**src/rtl/ps2_pkg.sv**
```systemverilog
// rtl/ps2_pkg.sv - shared types and helpers for the PS/2 receiver
package ps2_pkg;

    typedef enum logic [1:0] {IDLE, DATA, PARITY, STOP} ps2_state_t;

    localparam int PS2_DATA_BITS = 8;

    function automatic logic odd_parity(input logic [PS2_DATA_BITS-1:0] d);
        return ~^d;
    endfunction

endpackage

```
**src/rtl/ps2_clk_filter.sv**
```systemverilog
// rtl/ps2_clk_filter.sv - debounces the synced PS/2 clock and strobes on its falling edge
module ps2_clk_filter #(
    parameter int FILTER_LEN = 8
) (
    input  logic clk,
    input  logic rst_n,
    input  logic clk_sync,
    output logic clk_filt,
    output logic fall_strobe
);

    localparam int CNT_W = (FILTER_LEN > 2) ? $clog2(FILTER_LEN) : 1;
    localparam logic [CNT_W-1:0] CNT_LAST = CNT_W'(FILTER_LEN - 1);

    logic [CNT_W-1:0] cnt;

    // The filtered clock only follows the synced clock after it has differed
    // for FILTER_LEN consecutive cycles; any match in between restarts the count.
    always_ff @(posedge clk or negedge rst_n) begin
        if (!rst_n) begin
            cnt         <= '0;
            clk_filt    <= 1'b1;
            fall_strobe <= 1'b0;
        end else begin
            fall_strobe <= 1'b0;
            if (clk_sync != clk_filt) begin
                if (cnt == CNT_LAST) begin
                    cnt         <= '0;
                    clk_filt    <= clk_sync;
                    fall_strobe <= clk_filt;
                end else begin
                    cnt <= cnt + CNT_W'(1);
                end
            end else begin
                cnt <= '0;
            end
        end
    end

endmodule

```
**src/rtl/sync.sv**
```systemverilog
// rtl/sync.sv - two-flop synchronizer for an asynchronous input
module sync #(
    parameter logic RESET_VAL = 1'b1
) (
    input  logic clk,
    input  logic rst_n,
    input  logic d,
    output logic q
);

    logic meta;

    always_ff @(posedge clk or negedge rst_n) begin
        if (!rst_n) begin
            meta <= RESET_VAL;
            q    <= RESET_VAL;
        end else begin
            meta <= d;
            q    <= meta;
        end
    end

endmodule

```
**src/rtl/ps2_rx.sv**
```systemverilog
// rtl/ps2_rx.sv - PS/2 device-to-host frame receiver with valid/ready byte output
module ps2_rx
    import ps2_pkg::*;
#(
    parameter int CLK_FREQ   = 10_000_000,
    parameter int FILTER_LEN = 8,
    parameter int TIMEOUT_US = 2000
) (
    input  logic                     clk,
    input  logic                     rst_n,
    input  logic                     ps2_clk,
    input  logic                     ps2_data,
    output logic [PS2_DATA_BITS-1:0] rx_data,
    output logic                     rx_valid,
    input  logic                     rx_ready,
    output logic                     busy,
    output logic                     parity_err,
    output logic                     frame_err,
    output logic                     overflow
);

    localparam int TIMEOUT_CYCLES = CLK_FREQ / 1_000_000 * TIMEOUT_US;
    localparam int TO_W = (TIMEOUT_CYCLES > 2) ? $clog2(TIMEOUT_CYCLES) : 1;
    localparam logic [TO_W-1:0] TO_LAST = TO_W'(TIMEOUT_CYCLES - 1);

    logic clk_s;
    logic data_s;
    logic clk_filt;
    logic strobe;

    ps2_state_t               state;
    logic [2:0]               bitcnt;
    logic [PS2_DATA_BITS-1:0] shift;
    logic                     par;
    logic [TO_W-1:0]          to_cnt;

    sync #(.RESET_VAL(1'b1)) u_sync_clk (
        .clk   (clk),
        .rst_n (rst_n),
        .d     (ps2_clk),
        .q     (clk_s)
    );

    sync #(.RESET_VAL(1'b1)) u_sync_data (
        .clk   (clk),
        .rst_n (rst_n),
        .d     (ps2_data),
        .q     (data_s)
    );

    ps2_clk_filter #(.FILTER_LEN(FILTER_LEN)) u_filter (
        .clk         (clk),
        .rst_n       (rst_n),
        .clk_sync    (clk_s),
        .clk_filt    (clk_filt),
        .fall_strobe (strobe)
    );

    assign busy = (state != IDLE);

    always_ff @(posedge clk or negedge rst_n) begin
        if (!rst_n) begin
            state      <= IDLE;
            bitcnt     <= '0;
            shift      <= '0;
            par        <= 1'b0;
            to_cnt     <= '0;
            rx_data    <= '0;
            rx_valid   <= 1'b0;
            parity_err <= 1'b0;
            frame_err  <= 1'b0;
            overflow   <= 1'b0;
        end else begin
            parity_err <= 1'b0;
            frame_err  <= 1'b0;
            overflow   <= 1'b0;

            if (rx_valid && rx_ready)
                rx_valid <= 1'b0;

            if (state == IDLE || strobe)
                to_cnt <= '0;
            else
                to_cnt <= to_cnt + TO_W'(1);

            // A stalled device abandons the partial byte; the next start bit resyncs.
            if (state != IDLE && !strobe && to_cnt == TO_LAST) begin
                state     <= IDLE;
                frame_err <= 1'b1;
            end else if (strobe) begin
                case (state)
                    IDLE: begin
                        if (!data_s) begin
                            state  <= DATA;
                            bitcnt <= '0;
                        end
                    end
                    DATA: begin
                        shift <= {data_s, shift[PS2_DATA_BITS-1:1]};
                        if (bitcnt == 3'd7)
                            state <= PARITY;
                        else
                            bitcnt <= bitcnt + 3'd1;
                    end
                    PARITY: begin
                        par   <= data_s;
                        state <= STOP;
                    end
                    STOP: begin
                        state <= IDLE;
                        if (!data_s) begin
                            frame_err <= 1'b1;
                        end else if (odd_parity(shift) != par) begin
                            parity_err <= 1'b1;
                        end else if (!rx_valid || rx_ready) begin
                            rx_data  <= shift;
                            rx_valid <= 1'b1;
                        end else begin
                            overflow <= 1'b1;
                        end
                    end
                    default: state <= IDLE;
                endcase
            end
        end
    end

endmodule

```
**config.mk**
```make
export PLATFORM = sky130hd
export DESIGN_NAME = ps2_rx
export DESIGN_NICKNAME = d
export VERILOG_FILES = /design/src/rtl/ps2_pkg.sv /design/src/rtl/ps2_clk_filter.sv /design/src/rtl/sync.sv /design/src/rtl/ps2_rx.sv
export SDC_FILE = /design/constraint.sdc
export NUM_CORES = 1
export LEC_CHECK = 0
export CAP_MARGIN = 25
export CORE_UTILIZATION = 62
export CTS_CLUSTER_SIZE = 40
export DETAILED_ROUTE_END_ITERATION = 8
export DONT_BUFFER_PORTS = 1
export GPL_TIMING_DRIVEN = 0
export MAX_ROUTING_LAYER = met4
export PLACE_DENSITY = 0.81
export SLEW_MARGIN = 5
export SYNTH_ARGS = -nofsm -noshare
export SYNTH_HDL_FRONTEND = slang
export SYNTH_SLANG_ARGS = --single-unit
```
**constraint.sdc**
```tcl
create_clock -name clk -period 2.85 [get_ports clk]
set_input_delay 0.855 -clock clk [delete_from_list [all_inputs] [get_ports clk]]
set_output_delay 0.855 -clock clk [all_outputs]
set_load 0.02 [all_outputs]
```
# Word level (Yosys, flattened, before mapping)
# Cells that the tools add are included.
[word_totals] register_bits=50 inputBits=5 output_inout_bits=13 elab_cells=87
[classes] addsub=3 reduce_logical=18 eq_ne=12 bitwise_logic=2 mux=35
[ops] operator="2-to-1 mux 1 bit" count=24
[ops] operator="adder 15 x 1 -> 15 bit (second input constant)" count=1
[ops] operator="== test 15 bit (second input constant)" count=1
[ops] operator="2-to-1 mux 15 bit" count=1
[ops] operator="2-to-1 mux 3 bit" count=4
[ops] operator="AND reduction 3 bit" count=3
[ops] operator="2-to-1 mux 2 bit" count=4
[ops] operator="one-hot mux 2 bit (4 select lines)" count=1
[ops] operator="XNOR reduction 8 bit" count=1
[ops] operator="adder 3 x 1 -> 3 bit (second input constant)" count=2
[ops] operator="== test 3 bit (second input constant)" count=2
[ops] operator="inequality test 3 bit (second input constant)" count=2
[ops] operator="one-hot mux 3 bit (2 select lines)" count=1
[ops] operator="AND reduction 6 bit" count=1
[ops] operator="nonzero test 2 bit" count=3
[ops] operator="AND reduction 5 bit" count=1
[ops] operator="== test 2 bit (second input constant)" count=2
[ops] operator="inequality test 2 bit (second input constant)" count=2
[ops] operator="logical AND 1 bit" count=3
[ops] operator="== test 2 x 1 -> 1 bit (second input constant)" count=1
[ops] operator="logical NOT 1 bit" count=2
[ops] operator="logical NOT 2 bit" count=1
[ops] operator="logical OR 1 bit" count=2
[ops] operator="inequality test 1 bit" count=2
[ops] operator="other kinds (2)" count=3

# Longest topological paths before layout
[depth] ltp_word=8 depth_mapped=7 ltp_nobuf=6

# By module
# Synthesis repeated with hierarchy kept, for this count alone.
[unflattened] cells_unflattened=182 hier_area_um2=2243.4
[by_module_without_submodules] module="ps2_rx" cells_per_inst=165 seq_area_each_um2=1026.0 n_inst=1 area_each_um2=1931.9
[by_module_without_submodules] module="ps2_clk_filter" cells_per_inst=13 seq_area_each_um2=126.4 n_inst=1 area_each_um2=206.4
[by_module_without_submodules] module="sync" cells_per_inst=2 seq_area_each_um2=52.6 n_inst=2 area_each_um2=52.6

# Least setup slack after synthesis
# OpenSTA, ideal clock, no wires.
[synth_timing] kind="flip-flop to flip-flop" from="reg state[0]" to="reg state[0]" synth_period_minus_slack_ns=2.006 setup_ns=0.136 n_path_buf=1 path_slack_ns=0.844 path_stages_with_launch=8 t_arrival_ns=1.871 required_time_ns=2.714 cell_sequence="dfrtp_1 -> inv_1 -> ha_1 -> or2_1 -> clkbuf_1 -> or4_1 -> o211ai_1 -> o211ai_1"
[synth_via] elab_chain_cells=5 word_cells_on_any_way=14 cone_classes="5 x eq/ne; 3 x mux; 6 x reduce/logical"
[synth_rtl] element="start, declared" line_no="ps2_rx.sv:31" source="ps2_state_t state;"
[synth_rtl] element="start signal, assigned" line_no="ps2_rx.sv:63" source="state <= IDLE;"
[synth_rtl] element="start signal, assigned" line_no="ps2_rx.sv:88" source="state <= IDLE;"
[synth_rtl] element="start signal, assigned" line_no="ps2_rx.sv:94" source="state <= DATA;"
[synth_rtl] element="parallel branches: the longest is 5 deep, another holds one-hot mux 2 bit (4 select lines)"
# Several ways; the timed one is not identified. The select of a mux whose other input is x is not followed.
# A chain may end at the register's enable or synchronous reset.

# Final worst setup path
# Same ends and word-level chain as after synthesis.

==> impl_results.md <==
* Die X at 62.39 um
* HP Class: in2async
* Async SR Flop Fraction at 100.0%
* Critical path type: reg2reg
* Seq pwr share at 58.8%
* Switching share of power at 30.27%
* CTS tree: done
* Slew Limit Fails at 0
* CP endpoint: state[0]$_DFFE_PN0P_
* R2R setup slack at 510 ps
* Reg clk slew, reported paths at 140 ps
* R2R depth at 7
* Max clock buf depth at 2
* Pwr Total at 0.001424 W
* Placed Cells at 230
* Worst Path Buf+Inv at 2
* First-pass GRT wire length at 6472 um
* Post-DP HPWL at 2763 um
* Diodes inserted at 0
* Pwr/cell area at 598.6 nW/um2
* Post-CTS Setup Repair Bufs at 0
* Peak Freq at 427.4 MHz
* CTS Sinks at 50
* Global Route Usage Sum at 22.54%
* Filler instances at 238
* Synth Area in Simple Gates at 14.72%
* Layout cells sized above 1 at 18.75%
* CP delay by family, top: simple AND/OR/NAND/NOR gates
* Vias per cell at 5.849
* Comb power frac at 17.8%
* Pint at 0.0009928 W
* Worst-margin pin slew at 453.6 ps
* Largest family of logic cells by synthesized area: simple AND/OR/NAND/NOR gates
* Post-Synth XOR/XNOR Area at 8.688%
* Leak at 1.120 nW
* Cell Area, Synth at 2261 um2
* Crit Path Max Fanout at 7
* Vias in the first global route at 1,486
* Worst R2R End: state[0]$_DFFE_PN0P_
* CP Launch Point: state[0]$_DFFE_PN0P_
* Arrival time worst endpoint at 2590 ps
* Compound-cell area share of the yosys netlist at 3.929%
* Setup_tns at 0 ps
* Area of the core at 3416 um2
* Root buffer cell: clkbuf_4
* FP Rows at 21
* Hold violation count in the final report at 0
* CP Data Required Time at 3100 ps
* CP most frequent cell: o211ai_1
* Worst setup EP type: flip-flop
* Initial Util at 66.19%
* Final period util at 82.09%
* Routed WL at 3720 um
* # DRC at 0
* Reg2reg start: state[0]$_DFFE_PN0P_
* Post-synth top area share at 49.81%
* Slew headroom at 69.76%
* Pre-antenna DRT Iters at 4
* Pre-CTS setup slack at 531.4 ps
* GP Congestion at 0.8334
* Die ar. at 3892 um2
* Slowest cell delay on critical path at 610 ps
* Vias at 1,392
* Worst-skew pair later-pin latency at 370 ps
* # nets final at 206
* Die Height at 62.39 um
* Antenna Nets Post-Route at 0
* Port bufs at 0
* Pin count of the biggest net entering global routing at 51
* Detailed Route Iter0 Violations at 41
* Hold_buf cts at 0
* Top post-synthesis cells by area: dfrtp_1 (50%), mux2_2 (9.0%), dfstp_2 (5.8%)
* Finished Layout Cells at 238
* Critical path startpoint category: flip-flop
* Crit-path slowest cell: or4_1
* Syn nets at 199
* Initial antenna violation count at 0
* Setup ws final at 510.3 ps
* Clock period minus worst slack at 2340 ps
* Prevailing post-synth register cell: dfrtp_1
* Htree depth at 2
* Crit path depth at 7
* P_sw at 0.0004310 W
* Ports at 18
* Final Setup Violations at 0
* Yosys synthesis warning count at 0
* Status: completed
* EDFF count, synth at 0
* Seq/Total Area, Yosys at 55.62%
* Maxcap violations at 0
* RSZ-0062 raised after global routing: false
* Grt ovf at 0
* Post-synthesis mux area share at 9.961%
* Post-Syn Instances at 184
* Yosys top cell by area: dfrtp_1
* Post-cts resize count at 0
* Layout area overhead at 5.202%
* Synth Register Bits at 50
* IR drop worst, VDD at 0.0003839 V
* Drt wl/cell at 15.63 um
* Mean post-synth cell area at 12.29 um2
* Critical Path, Cell by Cell: inv_1 > ha_1 > or2_1 > clkbuf_1 > or4_1 > o211ai_1 > o211ai_1
* Netlist cell types at 34
* CTS Buf Count at 5
* Post-Synth Adder-Cell Area at 5.534%
* Layout Skew at 7.239 ps
* Clock power frac at 23.3%
registers in the layout, summed over array words and instances (netlist names):
signal / flops
overflow: 1
rx_data: 8
u_filter.cnt: 3
state: 2
u_sync_clk.q: 1
u_filter.fall_strobe: 1
bitcnt: 3
frame_err: 1
u_filter.clk_filt: 1
par: 1
parity_err: 1
u_sync_data.q: 1
to_cnt: 15
u_sync_clk.meta: 1
u_sync_data.meta: 1
rx_valid: 1
shift: 8
synthesized netlist by cell type, types with 2 or more instances:
cell and number:
and2_1 2, clkbuf_1 2, dfrtp_1 45, dfstp_2 5, ha_1 10, inv_1 6
mux2_2 18, nand2_1 13, nand2b_1 3, nand3_1 5, nand3b_1 2, nand4_1 5
nor2_1 14, nor3_1 5, nor3b_1 2, nor4_1 3, o211ai_1 5, o21ai_0 6
or4_1 2, xnor2_1 11, xnor3_2 2, xor2_1 6
layer usage:
layer | routed length [um] | vias up | global-route usage, %
met5 | 0 | - | -
met4 | 67 | 0 | 9.884
met3 | 141 | 7 | 3.467
met2 | 2044 | 39 | 41.35
met1 | 1466 | 692 | 23.93
li1 | - | 654 | -
logic make-up (layout without fill, tap and decap cells):
kind of cell | Yosys count | after routing
AO/OA/AOI/OAI | 14 | 14
XOR/XNOR | 19 | 19
adder cells (fa/ha/maj) | 10 | 10
buffers and inverters | 9 | 17
flip-flops | 50 | 50
multiplexers | 19 | 19
AND/OR/NAND/NOR | 63 | 63
stage by stage:
step / utilization [%] / area [um2] / hold slack, ps
after floorplan: - / 2261 / 345.2
after global placement: 67.88 / 2318 / 346.5
after detailed placement: 67.88 / 2318 / 348.2
after CTS: 69.63 / 2379 / 158.9
after global routing: 69.63 / 2379 / 140.5
final: 69.63 / 2379 / 155.7
worst register-to-register path: cells and delay by family (launching register included):
kind	cells	cell delay, ps
adder cells (fa/ha/maj)	1	270
AND/OR/NAND/NOR	2	870
buffers and inverters	2	320
flip-flops	1	440
AO/OA/AOI/OAI	2	320
area by class of cell:
type                    count  area, um2  share of cell area (%)
clock buffers               7      55.05                   2.315
well taps                  46      57.56                   2.420
flip-flops and latches     50       1257                   52.87
clock inverters             1      5.005                  0.2104
multi-input cells         125      968.4                   40.72
inverters                   6      22.52                  0.9469
plain buffers               3      12.51                  0.5260
power by group through the flow:
stage	clock (W)	combinational (W)	sequential, W
floorplan	0	0.000195	0.000836
global placement	0	0.000224	0.000844
detailed placement	0	0.000252	0.000851
CTS	0.000335	0.000255	0.000837
global route	0.000361	0.000292	0.000847
finish	0.000332	0.000253	0.000838
how the worst min path moves through the flow:
stage	endpoint	slack, ps
finish	rx_data[6]$_DFFE_PN0P_	160
global route	rx_data[6]$_DFFE_PN0P_	140
CTS	rx_data[2]$_DFFE_PN0P_	160
detailed placement	u_sync_clk.q$_DFF_PN1_	350
global placement	u_sync_clk.q$_DFF_PN1_	350
floorplan	u_sync_clk.q$_DFF_PN1_	350
cells in the final DEF, fill, tap and decap left out, types with 2 or more instances in the layout:
cell and count:
nor4_1 3, nor2_1 14, nand3_1 5, nor3b_1 2, mux2_2 18, o211ai_1 5
xor2_1 6, or4_1 2, dfrtp_1 45, nand3b_1 2, nor3_1 5, nand2_1 13
dfstp_2 5, nand4_1 5, ha_1 10, nand2b_1 3, o21ai_0 6, clkbuf_4 5
inv_1 6, and2_1 2, clkbuf_1 3, xnor3_2 2, xnor2_1 11
(Power assumes the default switching activity.)
